===== config.mk =====
export PLATFORM = sky130hd
export DESIGN_NAME = conv_ram_ctrl_flat
export DESIGN_NICKNAME = d
export VERILOG_FILES = /design/src/rtl/conv_ram_ctrl_pkg.sv /design/src/rtl/conv_ram_ctrl_if.sv /design/src/rtl/conv_ram_ctrl_win_assemble.sv /design/src/rtl/conv_ram_ctrl.sv /design/src/flat_wrapper.sv
export SDC_FILE = /design/constraint.sdc
export NUM_CORES = 1
export LEC_CHECK = 0
export ABC_AREA = 1
export BUFFER_PORTS_ARGS = -buffer_cell sky130_fd_sc_hd__buf_2
export CORE_MARGIN = 8
export CORE_UTILIZATION = 45
export CTS_CLUSTER_DIAMETER = 40
export CTS_CLUSTER_SIZE = 30
export DETAILED_ROUTE_END_ITERATION = 12
export PLACE_DENSITY_LB_ADDON = 0.2
export SYNTH_ARGS = -nofsm -noshare
export SYNTH_HDL_FRONTEND = slang
export SYNTH_HIERARCHICAL = 1
export SYNTH_SLANG_ARGS = --single-unit

===== constraint.sdc =====
create_clock -name clk -period 2.1 [get_ports clk]
set_input_delay 0.42 -clock clk [delete_from_list [all_inputs] [get_ports clk]]
set_output_delay 0.42 -clock clk [all_outputs]
set_load 0.01 [all_outputs]

===== src/rtl/conv_ram_ctrl_pkg.sv =====
// ============================================================================
// conv_pkg : shared image geometry, pixel type and sequencer states
// Rev 1.0
// ============================================================================
`default_nettype none
`timescale 1ns/1ps

package conv_pkg;

  localparam int IMG_DIM = 8;
  localparam int K       = 3;
  localparam int OUT_DIM = IMG_DIM - K + 1;
  localparam int NUM_PIX = IMG_DIM * IMG_DIM;

  // FETCH runs K issue phases plus one trailing capture phase.
  localparam logic [1:0] LAST_PHASE = 2'(K);

  typedef logic signed [7:0] pixel_t;

  typedef enum logic [2:0] {
    IDLE    = 3'd0,
    LOAD    = 3'd1,
    FETCH   = 3'd2,
    PRESENT = 3'd3,
    DONE    = 3'd4
  } state_t;

endpackage

`default_nettype wire


===== src/rtl/conv_ram_ctrl_if.sv =====
// ============================================================================
// conv_ram_ctrl_if : pixel input, RAM-bank drive and window output bundle
// Rev 1.0
// ============================================================================
`default_nettype none
`timescale 1ns/1ps

interface conv_ram_ctrl_if;

  logic        start;
  logic [7:0]  in_data;
  logic        in_valid;
  logic        in_ready;
  logic [7:0]  ram_wr;
  logic [2:0]  ram_addr;
  logic [7:0]  ram_din;
  logic [63:0] ram_dout;
  logic [71:0] win_data;
  logic [2:0]  win_row;
  logic [2:0]  win_col;
  logic        win_valid;
  logic        win_ready;
  logic        busy;
  logic        done;

  modport master (
    input  start, in_data, in_valid, ram_dout, win_ready,
    output in_ready, ram_wr, ram_addr, ram_din,
           win_data, win_row, win_col, win_valid, busy, done
  );

  modport slave (
    output start, in_data, in_valid, ram_dout, win_ready,
    input  in_ready, ram_wr, ram_addr, ram_din,
           win_data, win_row, win_col, win_valid, busy, done
  );

endinterface

`default_nettype wire


===== src/rtl/conv_ram_ctrl_win_assemble.sv =====
// ============================================================================
// conv_win_assemble : 3x3 window capture register fed one column per cycle
// Rev 1.0
// ============================================================================
`default_nettype none
`timescale 1ns/1ps

module conv_win_assemble
  import conv_pkg::*;
(
  input  logic        clk,
  input  logic        rst,
  input  logic        cap_en,
  input  logic [1:0]  cap_col,
  input  logic [2:0]  row_sel,
  input  logic [63:0] ram_dout,
  output logic [71:0] win_data
);

  pixel_t ram_px [IMG_DIM];

  for (genvar r = 0; r < IMG_DIM; r++) begin : g_unpack
    assign ram_px[r] = pixel_t'(ram_dout[8*r +: 8]);
  end

  // Window slot (i,j) takes RAM row_sel+i when column j is being captured.
  for (genvar i = 0; i < K; i++) begin : g_row
    for (genvar j = 0; j < K; j++) begin : g_col
      pixel_t px_q;
      pixel_t px_d;

      always_comb begin
        px_d = px_q;
        if (cap_en && (cap_col == 2'(j))) begin
          px_d = ram_px[row_sel + 3'(i)];
        end
      end

      always_ff @(posedge clk or posedge rst) begin
        if (rst) begin
          px_q <= '0;
        end else begin
          px_q <= px_d;
        end
      end

      assign win_data[8*(K*i+j) +: 8] = px_q;
    end
  end

endmodule

`default_nettype wire


===== src/rtl/conv_ram_ctrl.sv =====
// ============================================================================
// conv_ram_ctrl : loads an 8x8 image into the row RAM bank, then streams all
//                 36 valid 3x3 windows to the convolution engine.
// Rev 1.0
// ============================================================================
`default_nettype none
`timescale 1ns/1ps

module conv_ram_ctrl
  import conv_pkg::*;
#(
  parameter logic WR_ACTIVE = 1'b1
)(
  input  logic            clk,
  input  logic            rst,
  conv_ram_ctrl_if.master bus
);

  state_t      state_q, state_d;
  logic [5:0]  cnt_q,   cnt_d;
  logic [2:0]  row_q,   row_d;
  logic [2:0]  col_q,   col_d;
  logic [1:0]  phase_q, phase_d;

  logic        load_fire;
  logic        cap_en;
  logic [1:0]  cap_col;
  logic [7:0]  wr_vec;
  logic [2:0]  addr;
  logic [71:0] win_data;

  always_ff @(posedge clk or posedge rst) begin
    if (rst) begin
      state_q <= IDLE;
      cnt_q   <= '0;
      row_q   <= '0;
      col_q   <= '0;
      phase_q <= '0;
    end else begin
      state_q <= state_d;
      cnt_q   <= cnt_d;
      row_q   <= row_d;
      col_q   <= col_d;
      phase_q <= phase_d;
    end
  end

  assign load_fire = (state_q == LOAD) && bus.in_valid;

  always_comb begin
    state_d = state_q;
    cnt_d   = cnt_q;
    row_d   = row_q;
    col_d   = col_q;
    phase_d = phase_q;

    case (state_q)
      IDLE: begin
        if (bus.start) begin
          state_d = LOAD;
          cnt_d   = '0;
        end
      end

      LOAD: begin
        if (bus.in_valid) begin
          cnt_d = cnt_q + 6'd1;
          if (cnt_q == 6'(NUM_PIX - 1)) begin
            state_d = FETCH;
            row_d   = '0;
            col_d   = '0;
            phase_d = '0;
          end
        end
      end

      FETCH: begin
        phase_d = phase_q + 2'd1;
        if (phase_q == LAST_PHASE) begin
          state_d = PRESENT;
          phase_d = '0;
        end
      end

      PRESENT: begin
        if (bus.win_ready) begin
          phase_d = '0;
          if (col_q < 3'(OUT_DIM - 1)) begin
            col_d   = col_q + 3'd1;
            state_d = FETCH;
          end else if (row_q < 3'(OUT_DIM - 1)) begin
            col_d   = '0;
            row_d   = row_q + 3'd1;
            state_d = FETCH;
          end else begin
            state_d = DONE;
          end
        end
      end

      DONE: begin
        state_d = IDLE;
      end

      default: begin
        state_d = IDLE;
      end
    endcase
  end

  // Write strobes are decoded straight from the handshake so a pixel lands
  // in the same cycle it is accepted.
  always_comb begin
    wr_vec = {IMG_DIM{~WR_ACTIVE}};
    if (load_fire) begin
      wr_vec[cnt_q[5:3]] = WR_ACTIVE;
    end

    addr = '0;
    if (state_q == LOAD) begin
      addr = cnt_q[2:0];
    end else if ((state_q == FETCH) && (phase_q < 2'(K))) begin
      addr = col_q + 3'(phase_q);
    end
  end

  // RAM read is registered, so the column issued in phase p arrives in p+1.
  assign cap_en  = (state_q == FETCH) && (phase_q != 2'd0);
  assign cap_col = phase_q - 2'd1;

  conv_win_assemble u_win (
    .clk      (clk),
    .rst      (rst),
    .cap_en   (cap_en),
    .cap_col  (cap_col),
    .row_sel  (row_q),
    .ram_dout (bus.ram_dout),
    .win_data (win_data)
  );

  assign bus.in_ready  = (state_q == LOAD);
  assign bus.ram_wr    = wr_vec;
  assign bus.ram_addr  = addr;
  assign bus.ram_din   = load_fire ? bus.in_data : 8'h00;
  assign bus.win_data  = win_data;
  assign bus.win_row   = row_q;
  assign bus.win_col   = col_q;
  assign bus.win_valid = (state_q == PRESENT);
  assign bus.busy      = (state_q != IDLE);
  assign bus.done      = (state_q == DONE);

endmodule

`default_nettype wire


===== src/flat_wrapper.sv =====
// flat-port wrapper written by rule: the top's interface ports become plain ports
module conv_ram_ctrl_flat import conv_pkg::*;
#(
  parameter logic WR_ACTIVE = 1'b1
)
  (clk, rst, bus_start, bus_in_data, bus_in_valid, bus_ram_dout, bus_win_ready, bus_in_ready, bus_ram_wr, bus_ram_addr, bus_ram_din, bus_win_data, bus_win_row, bus_win_col, bus_win_valid, bus_busy, bus_done);
  conv_ram_ctrl_if bus_i ();
  input  logic clk;
  input  logic rst;
  input wire logic [$bits(bus_i.start)-1:0] bus_start;
  input wire logic [$bits(bus_i.in_data)-1:0] bus_in_data;
  input wire logic [$bits(bus_i.in_valid)-1:0] bus_in_valid;
  input wire logic [$bits(bus_i.ram_dout)-1:0] bus_ram_dout;
  input wire logic [$bits(bus_i.win_ready)-1:0] bus_win_ready;
  output wire logic [$bits(bus_i.in_ready)-1:0] bus_in_ready;
  output wire logic [$bits(bus_i.ram_wr)-1:0] bus_ram_wr;
  output wire logic [$bits(bus_i.ram_addr)-1:0] bus_ram_addr;
  output wire logic [$bits(bus_i.ram_din)-1:0] bus_ram_din;
  output wire logic [$bits(bus_i.win_data)-1:0] bus_win_data;
  output wire logic [$bits(bus_i.win_row)-1:0] bus_win_row;
  output wire logic [$bits(bus_i.win_col)-1:0] bus_win_col;
  output wire logic [$bits(bus_i.win_valid)-1:0] bus_win_valid;
  output wire logic [$bits(bus_i.busy)-1:0] bus_busy;
  output wire logic [$bits(bus_i.done)-1:0] bus_done;
  assign bus_i.start = bus_start;
  assign bus_i.in_data = bus_in_data;
  assign bus_i.in_valid = bus_in_valid;
  assign bus_i.ram_dout = bus_ram_dout;
  assign bus_i.win_ready = bus_win_ready;
  assign bus_in_ready = bus_i.in_ready;
  assign bus_ram_wr = bus_i.ram_wr;
  assign bus_ram_addr = bus_i.ram_addr;
  assign bus_ram_din = bus_i.ram_din;
  assign bus_win_data = bus_i.win_data;
  assign bus_win_row = bus_i.win_row;
  assign bus_win_col = bus_i.win_col;
  assign bus_win_valid = bus_i.win_valid;
  assign bus_busy = bus_i.busy;
  assign bus_done = bus_i.done;
  conv_ram_ctrl #(.WR_ACTIVE(WR_ACTIVE)) u_core (.clk(clk), .rst(rst), .bus(bus_i));
endmodule

==> results of run 1 <==
[timing repair]
action / 4_1_cts / 5_1_grt
buffers inserted: 2 / 6
hold buffers: 0 / 0
endpoints found under the setup margin: 3 / 7
gates cloned: 0 / 0
pin swaps: 3 / 5
resized for setup: 6 / 10
[synth_stat cells, types with 4 or more instances]
master / count / area share (%)
nand2_1: 455 / 28
inv_1: 125 / 7.8
clkinv_1: 7 / 0.44
nor3_1: 5 / 0.41
xor2_1: 4 / 0.58
nor2_2: 4 / 0.41
ha_1: 7 / 1.5
nand3_1: 111 / 9.2
nand2_4: 4 / 0.75
nor2_4: 7 / 1.3
buf_2: 18 / 1.5
nand2_2: 10 / 1.0
o21ai_0: 6 / 0.50
dfrtp_1: 89 / 37
nor2_1: 27 / 1.7
inv_2: 17 / 1.1
clkbuf_1: 9 / 0.56
nand3_2: 8 / 1.3
[sequential cells by signal, summed over array words and instances (netlist names)]
name	count
u_core/bus.win_row	3
u_core/phase_q	2
u_core/cnt_q	6
u_core/u_win/g_row.g_col.px_q	72
u_core/state_q	3
u_core/bus.win_col	3
[placed cells by master, fill, tap and decap left out, types with 2 or more instances in the layout]
cell type and count:
buf_12 4, buf_2 177, buf_4 18, clkbuf_16 9, clkinv_1 7, clkinvlp_4 3, dfrtp_1 87, dfrtp_2 2
ha_1 5, ha_2 2, inv_1 121, inv_2 17, inv_4 3, nand2_1 454, nand2_2 10, nand2_4 5
nand3_1 111, nand3_2 8, nand4_1 2, nor2_1 26, nor2_2 4, nor2_4 8, nor2_8 2, nor3_1 4
nor3_2 3, nor3_4 2, o21ai_0 6, o21ai_1 3, o22ai_1 2, xnor2_1 2, xor2_1 4
[metrics by stage]
stage	utilization (%)	setup TNS (ps)	cells	instance area [um2]	power, mW
finish	57.02	0	1298	7521	10.62
global route	57.02	-110.7	1298	7521	11.52
CTS	56.46	0	1292	7447	10.58
detailed placement	53.89	0	1274	7108	8.832
global placement	53.89	0	1274	7108	8.774
floorplan	-	0	941	6041	6.750
[per-layer routing]
layer	part of all wire [%]	global-route usage, %
met5	0	0
met3	6.4	4.992
met2	49	36.85
met1	43	26.23
met4	1.8	5.999
[area by class of cell]
class                   count  share of cell area (%)
clock buffers              10                   3.178
multi-input cells         669                   41.04
well taps                 176                   2.928
repair buffers            199                   14.64
flip-flops and latches     89                   29.65
clock inverters             6                  0.9815
inverters                 149                   7.586
[power by group]
group,leakage (nW),total (mW),switching (mW),internal [mW]
Clock,0.147,1.66,0.694,0.969
Combinational,3.24,5.94,3.83,2.10
Sequential,1.04,3.02,0.517,2.50
Total,4.42,10.6,5.04,5.58
[critical path: cells and delay by family (launching register included)]
| kind | cells | cell delay [ps] |
|---|---|---|
| adder cells (fa/ha/maj) | 2 | 620 |
| flip-flops | 1 | 390 |
| buffers and inverters | 2 | 200 |
| AO/OA/AOI/OAI | 1 | 120 |
[logic make-up after synthesis]
| kind of cell | after synthesis | synth area share (%) |
|---|---|---|
| buffers and inverters | 183 | 12.50 |
| xor gates and xnor gates | 8 | 1.409 |
| and+or+nand+nor | 641 | 46.38 |
| AOI/OAI and AO/OA | 12 | 1.036 |
| adders and majority gates | 8 | 1.782 |
| DFF | 89 | 36.89 |
[worst paths after layout]
kind | startpoint | to | depth (start not counted)
setup / recovery | u_core/bus.win_col[0]$_DFFE_PP0P_ | bus_ram_addr[1] | 5
hold / removal | rst | u_core/u_win/g_row[0].g_col[1].px_q[7]$_DFFE_PP0P_ | 3
setup reg to reg | u_core/phase_q[0]$_DFFE_PP0P_ | u_core/u_win/g_row[1].g_col[0].px_q[6]$_DFFE_PP0P_ | 9
hold reg to reg | u_core/u_win/g_row[0].g_col[0].px_q[2]$_DFFE_PP0P_ | u_core/u_win/g_row[0].g_col[0].px_q[2]$_DFFE_PP0P_ | 2
max in group asynchronous | rst | u_core/bus.win_row[0]$_DFFE_PP0P_ | 2
min in group clk | bus_win_ready | u_core/state_q[1]$_DFFE_PP0P_ | 6
==> results.toml, run 1 <==
[outcome]
status = "complete, no violations"

[yosys]
async_flop_share_pct = 100.0
yosysSeqAreaShare_pct = 36.89
ys_types = 34
ys.flop_type = "dfrtp_1"
synth_edf_count = 0
postSynthAreaPerCell_um2 = 6.416
syn_area_um2 = 6037
synth_cells = 941
yosysWarnings = 6
synth-seq-cells = 89
syn_nets = 1026

[worst_setup_path]
start_kind = "flop"
crit_chain = "ha_2 > inv_2 > fa_2 > o22ai_1 > buf_2"
crit_path_end_kind = "primary output"
cp_slowest_stage_delay_ps = 420
slowest_stage = "fa_2"
required_ps = 1680
r2r_setup_slack_ps = 190
critical_path_class = "reg2out"
critPathArrivalTime_ps = 1660
path_max_fanout = 2

[floorplan]
die_h_um = 131.8
start_util_pct = 45.77
rows = 42
dieArea_um2 = 17380
die_x_um = 131.8
core-area_um2 = 13190
num_io_pins = 178

[hold_path]
hold_path_class = "in2async"

[finish]
finalNetCount = 1202
fillerInstances = 1302
area_growth_pct = 24.58
regArea_um2 = 2230
antenna_cells = 0
drive_gt1_share_pct = 25.49
multi_input_area_um2 = 3087

[clock_network]
cts_root_buffer = "clkbuf_16"
cts_tree = "yes"
cts_sinks = 89
h-tree-depth = 3
clk_pin_slew_ps = 60
cts_max_path_buffers = 2
insertion_delay_ps = 340
cts-buffers-inserted = 9

[sta]
final.min_clock_period_ps = 2084
hold_viol = 0
rsz0062_at_grt = "true"
finalSetupViolCount = 0
max_freq_mhz = 479.9
fin_ws_ps = 16.20
fin_skew_ps = 13.46
maxSlewViolCount = 0
fin_crit_sh_pct = 99.23
whs_ps = 183.5
relSlewSlack_pct = 54.95
tightest_slew_ps = 675.0

[grt]
grt_pass1_vias = 5995
antenna_found_initial = 0
grt_pass1_wl_um = 30350
grt_max_degree = 73
grt_usage_pct = 21.43
grt.overflow.total = 0

[placed_design]
dp_hpwl_um = 13970
globalplace.congestion = 0.9127
place_ws_ps = 230.6
portBuffers = 177

[power_and_ir_drop]
ir_drop_mv = 0.6755
p_per_area_nw_per_um2 = 1412
p_leak_nw = 4.424

[route]
drc = 0
wl_per_cell_um = 14.51
ant_nets = 0
dr_total_vias = 6177
wl_um = 18840
dr.first_iter.drc_count = 468
vias_per_cell = 4.759
dr.pass1.iters = 5

[run]
maxCapViolCount = 0
(Power assumes the default switching activity.)
==> run 2, diff against run 1 <==
- ABC_CLOCK_PERIOD_IN_PS: default -> 2100
- SYNTH_HIERARCHICAL: 1 -> default
==> run 2 against run 1 <==
  * Via count shrank 3.5%
  * Design area shrank 6.9%
  * Clock power shrank 4%
  * Sequential power is essentially flat
  * Wire length shrank 3.1%
  * Synthesized cell count shrank 12%
  * Register-to-register slack gained 50 ps
==> results.toml, run 2 <==
[worst_setup_path]
path_max_fanout = 2
cp_slowest_stage_delay_ps = 360
crit_chain = "ha_2 > inv_2 > fa_2 > xor2_1 > o21ai_1 > buf_2"
critical_path_class = "reg2out"
crit_path_end_kind = "primary output"
slowest_stage = "dfrtp_1"
required_ps = 1680
start_kind = "flop"
critPathArrivalTime_ps = 1680

[yosys]
synth_common_cells = "nand2_1, nand3_1, dfrtp_1, nor2_1, inv_1"
synth_most_common_cell = "nand2_1"
syn_area_um2 = 5597
postSynthAreaPerCell_um2 = 6.792
yosysWarnings = 0
ys_types = 28
synth_top_area_share_pct = 39.79
synth_edf_count = 0
yosysTopAreaCell = "dfrtp_1"
synthTopCellsByArea = "dfrtp_1, nand2_1, nand3_1, nor2_1, o21ai_0"
synth_cells = 824
yosysSeqAreaShare_pct = 39.79
ys.flop_type = "dfrtp_1"
syn_nets = 913
async_flop_share_pct = 100.0
synth-seq-cells = 89

[clock_network]
cts_sinks = 89
insertion_delay_ps = 350
cts-buffers-inserted = 9
clk_pin_slew_ps = 70
cts_root_buffer = "clkbuf_16"
h-tree-depth = 3
cts_max_path_buffers = 2
ctsHoldBuffers = 0
cts_tree = "yes"

[finish]
area_growth_pct = 25.11
layout_commonest_cell = "nand2_1"
largest_register = "u_core.u_win.g_row.g_col.px_q"
drive_gt1_share_pct = 25.18
finalNetCount = 1081
final_cell_mix = "nand2_1, buf_2, nand3_1"
reg.largest.list = "u_core.u_win.g_row.g_col.px_q: 72 flops, u_core.cnt_q: 6 flops"
fin_cells = 1165
largest_reg_flops = 72
antenna_cells = 0

[grt]
grt.overflow.total = 0
grt_max_degree = 91
grt_pass1_wl_um = 28930
grt_pass1_vias = 5717
antenna_found_initial = 0
grt_usage_pct = 22.36

[floorplan]
rows = 40
die_h_um = 127.5
dieArea_um2 = 16260
num_io_pins = 178
die_x_um = 127.5
start_util_pct = 46.40
core-area_um2 = 12060

[hold_path]
hold_path_class = "in2async"

[route]
drc = 0
wl_per_cell_um = 15.67
ant_nets = 0
wl_um = 18250
dr.pass1.iters = 5
dr_total_vias = 5958
vias_per_cell = 5.114
dr.first_iter.drc_count = 583

[power_and_ir_drop]
p_leak_nw = 3.827
p_comb_share_pct = 54.2
p_per_area_nw_per_um2 = 1439
switching_share_pct = 47.67
power_switching_mw = 4.805
p_int_mw = 5.274
pwr-share-seq_pct = 30.0
ir_drop_mv = 0.7512
clkPwrFrac_pct = 15.8

[sta]
fin_crit_sh_pct = 99.83
relSlewSlack_pct = 67.97
maxSlewViolCount = 0
whs_ps = 62.08
hold_viol = 0
rsz0062_at_grt = "true"
finalSetupViolCount = 0
fin_skew_ps = 11.32
max_freq_mhz = 477.0
tightest_slew_ps = 479.9
final.min_clock_period_ps = 2096

[run]
maxCapViolCount = 0

[placed_design]
portBuffers = 177
dpl.cell_count = 1145
dp_hpwl_um = 13680
globalplace.congestion = 0.8784

[outcome]
status = "complete, no violations"
[run 2: cell types whose count changed after synthesis, moves of 4 or more]
cell      change
inv_1        -85
o211ai_1     +18
nor2_1       +50
nand3_2       -8
clkinv_1      -7
clkinv_2      +4
nor2_4        -4
inv_2        -14
o21ai_0      +29
clkbuf_1      +4
ha_1          +4
nand2_1     -128
nand3_1      +26
[run 2: metal layers]
metal  vias up  track usage [%]  routed length, um
li1       2983                -                  -
met1      2745            25.62               7333
met2       197            37.82               8808
met3        33            6.364               1416
met4         0            10.50                692
met5         -                0                  0
[run 2: cells by family after synthesis]
family          count (synthesis)  share of synthesized area [%]
xor+xnor                        3                         0.6038
compound gates                 59                          6.081
simple gates                  572                          43.37
flops                          89                          39.79
buf+inv                        89                          7.333
fa+ha+maj                      12                          2.817
[run 2: critical path, delay by kind of cell (launching register included)]
kind            cells  cell delay (ps)
xor+xnor            1              150
buf+inv             2              180
compound gates      1              110
fa+ha+maj           2              520
flops               1              360
[run 2: final timing paths]
kind                                                                          from                                                  to  slack, ps  cells after the start
worst max-delay path                                 u_core.phase_q[0]$_DFFE_PP0P_                                     bus_ram_addr[2]          4                      6
worst min-delay path                                                           rst  u_core.u_win.g_row[0].g_col[0].px_q[5]$_DFFE_PP0P_         60                      2
worst max register to register                   u_core.bus.win_row[1]$_DFFE_PP0P_  u_core.u_win.g_row[2].g_col[1].px_q[5]$_DFFE_PP0P_        240                      8
worst min register to register  u_core.u_win.g_row[2].g_col[0].px_q[7]$_DFFE_PP0P_  u_core.u_win.g_row[2].g_col[0].px_q[7]$_DFFE_PP0P_        480                      2
max in group asynchronous                                                      rst  u_core.u_win.g_row[0].g_col[0].px_q[7]$_DFFE_PP0P_       1510                      3
min in group clk                                                      bus_in_valid                         u_core.cnt_q[1]$_DFFE_PP0P_        460                      5
[run 2: power by group through the flow]
stage                     Combinational, mW  Sequential (mW)  Clock [mW]
final                                  5.46             3.02        1.59
after global routing                   6.11             3.12        1.69
after CTS                              5.49             3.02        1.62
after detailed placement               5.41             3.05           0
after global placement                 5.36             3.04           0
after floorplan                        3.11             3.32           0
[run 2: stage by stage]
stage | setup WS (ps) | instance area [um2] | total power, mW | util [%] | TNS (ps)
floorplan | 192.8 | 5600 | 6.429 | - | 0
global placement | 213.4 | 6654 | 8.393 | 55.17 | 0
detailed placement | 184.3 | 6654 | 8.462 | 55.17 | 0
CTS | -4.605 | 6985 | 10.13 | 57.91 | -4.605
global route | -58.93 | 7002 | 10.92 | 58.05 | -115.1
finish | 3.546 | 7002 | 10.08 | 58.05 | 0
[run 2: layout make-up]
type                            count  area [um2]
Fill cell                        1205        5060
Multi-Input combinational cell    646        2980
Sequential cell                    89        2230
Timing Repair Buffer              199        1101
Clock buffer                        9       225.2
Tap cell                          168       210.2
Inverter                           47       185.2
Clock inverter                      7       70.07
[run 2: repair_timing]
item / in CTS / in global routing
setup endpoints to repair: 6 / 7
buffers inserted: 3 / 1
resized for setup: 8 / 2
pin swaps: 1 / 4
==> run 3, diff against run 2 <==
- ABC_CLOCK_PERIOD_IN_PS: 2100 -> 2300
- BUFFER_PORTS_ARGS: -buffer_cell sky130_fd_sc_hd__buf_2 -> -buffer_cell sky130_fd_sc_hd__buf_4
- clock period: 2.1 -> 2.3 ns (I/O delays scaled with it)
==> run 3 against run 2 <==
  * Die area is the same
  * Non-clock buffer count shrank 6
  * Wire length hardly changed
  * Critical path type unchanged
  * Critical endpoint is now bus_ram_addr[1]
==> results.toml, run 3 (synthesized netlist as in run 2, its figures left out) <==
[finish]
finalNetCount = 1075
design_area_um2 = 7350
drive_gt1_share_pct = 24.42
final_cell_mix = "nand2_1, buf_4, nand3_1"
fin_cells = 1159
largest_reg_flops = 72
reg.largest.list = "u_core.u_win.g_row.g_col.px_q: 72 flops, u_core.cnt_q: 6 flops"
utilization_pct = 60.93
largest_register = "u_core.u_win.g_row.g_col.px_q"
regArea_um2 = 2231
multi_input_area_um2 = 2967
area_growth_pct = 31.32
antenna_cells = 0
layout_commonest_cell = "nand2_1"
fillerInstances = 1150

[placed_design]
globalplace.congestion = 0.8843
dpl.cell_count = 1141
place_ws_ps = 330.3
placed_cell_area_um2 = 7029
portBuffers = 177
dp_hpwl_um = 13490

[sta]
hold_viol = 0
fin_ws_ps = 99.71
max_freq_mhz = 454.5
tightest_slew_ps = 533.0
fin_skew_ps = 12.17
maxSlewViolCount = 0
fin_crit_sh_pct = 95.66
final.min_clock_period_ps = 2200
relSlewSlack_pct = 64.47
finalSetupViolCount = 0
setup-tns-final_ps = 0

[clock_network]
cts_tree = "yes"
cts_max_path_buffers = 2
cts_sinks = 89
insertion_delay_ps = 340
clk_pin_slew_ps = 70
h-tree-depth = 3
cts-buffers-inserted = 9
cts_root_buffer = "clkbuf_16"

[worst_setup_path]
path_max_fanout = 2
slowest_stage = "dfrtp_2"
cp_slowest_stage_delay_ps = 410
required_ps = 1840
crit_path_end_kind = "primary output"
critPathArrivalTime_ps = 1740
r2r_end = "u_core.u_win.g_row[2].g_col[0].px_q[4]$_DFFE_PP0P_"
r2r_start = "u_core.bus.win_row[1]$_DFFE_PP0P_"
r2r_setup_slack_ps = 420
start_kind = "flop"
crit_end = "bus_ram_addr[1]"
cp.depth = 5
crit_chain = "ha_1 > inv_1 > fa_1 > o21ai_0 > buf_4"
critical_path_class = "reg2out"
crit_family = "adder cells"
crit_start = "u_core.phase_q[0]$_DFFE_PP0P_"
r2r_cells = 7
critPathBufInv = 2

[run]
maxCapViolCount = 0

[power_and_ir_drop]
p_int_mw = 5.149
pwr-share-seq_pct = 29.4
power_switching_mw = 4.364
clkPwrFrac_pct = 15.1
switching_share_pct = 45.87
p_leak_nw = 3.913
p_per_area_nw_per_um2 = 1294
p_comb_share_pct = 55.6
ir_drop_mv = 0.6719

[grt]
grt_max_degree = 76
grt_usage_pct = 22.43
antenna_found_initial = 0
grt_pass1_vias = 5722
grt.overflow.total = 0
grt_pass1_wl_um = 29230

[route]
dr.first_iter.drc_count = 545
wl_per_cell_um = 15.74
drc = 0
ant_nets = 0
wl_um = 18250
dr.pass1.iters = 5
vias_per_cell = 5.133
dr_total_vias = 5949

[floorplan]
rows = 40
die_x_um = 127.5
start_util_pct = 46.40
dieArea_um2 = 16260
core-area_um2 = 12060
die_h_um = 127.5
num_io_pins = 178

[outcome]
status = "complete, no violations"

[hold_path]
hold_path_class = "in2async"
==> run 3: layer usage <==
layer | up-vias | global-route usage (%) | wire, um
met5 | - | 0 | 0
met4 | 0 | 8.467 | 623
met3 | 35 | 6.448 | 1503
met2 | 258 | 38.10 | 8784
met1 | 2686 | 26.29 | 7334
li1 | 2970 | - | -
==> run 3: worst reg2reg max path, cell delays in order, from the launching register on <==
cell	delay, ps
dfrtp_1	450
inv_1	80
ha_1	500
inv_1	260
nand3_1	140
nand2_1	160
nand2_1	110
nand2_1	70
==> run 3: how the worst min path moves through the flow <==
stage,from,end,slack [ps],depth (start not counted)
5_1_grt,rst,u_core.cnt_q[5]$_DFFE_PP0P_,120,2
6_report,rst,u_core.bus.win_col[2]$_DFFE_PP0P_,100,2
2_1_floorplan,u_core.cnt_q[1]$_DFFE_PP0P_,u_core.cnt_q[1]$_DFFE_PP0P_,490,2
3_3_place_gp,u_core.u_win.g_row[1].g_col[0].px_q[0]$_DFFE_PP0P_,u_core.u_win.g_row[1].g_col[0].px_q[0]$_DFFE_PP0P_,460,2
3_5_place_dp,rst,u_core.cnt_q[5]$_DFFE_PP0P_,470,2
4_1_cts,rst,u_core.state_q[0]$_DFFE_PP0P_,110,2
==> run 3: stage by stage <==
step | power, mW | hold slack [ps]
3_3_place_gp | 8.022 | 464.7
6_report | 9.513 | 97.79
5_1_grt | 10.31 | 121.0
2_1_floorplan | 5.870 | 489.7
4_1_cts | 9.564 | 106.5
3_5_place_dp | 8.078 | 466.6
==> run 3: final cells by class <==
type                    instances  share of cell area (%)
flip-flops and latches         89                   30.35
multi-input cells             646                   40.36
inverters                      47                   2.520
clock buffers                   9                   3.064
clock inverters                 7                  0.9534
repair buffers                193                   19.88
well taps                     168                   2.860
==> run 3: power by group through the flow <==
stage / combinational, mW / clock, mW / sequential (mW)
after global placement: 5.20 / 0 / 2.82
after floorplan: 2.84 / 0 / 3.03
after global routing: 5.92 / 1.51 / 2.88
after CTS: 5.31 / 1.46 / 2.79
after detailed placement: 5.25 / 0 / 2.82
final: 5.29 / 1.43 / 2.79
==> run 3: what timing repair did <==
action | 4_1_cts | 5_1_grt
hold buffers | 0 | 0
gates resized for setup | 1 | 4
buffers inserted | 2 | 0
endpoints found under the hold margin | 0 | 0
endpoints found under the setup margin | 1 | 4
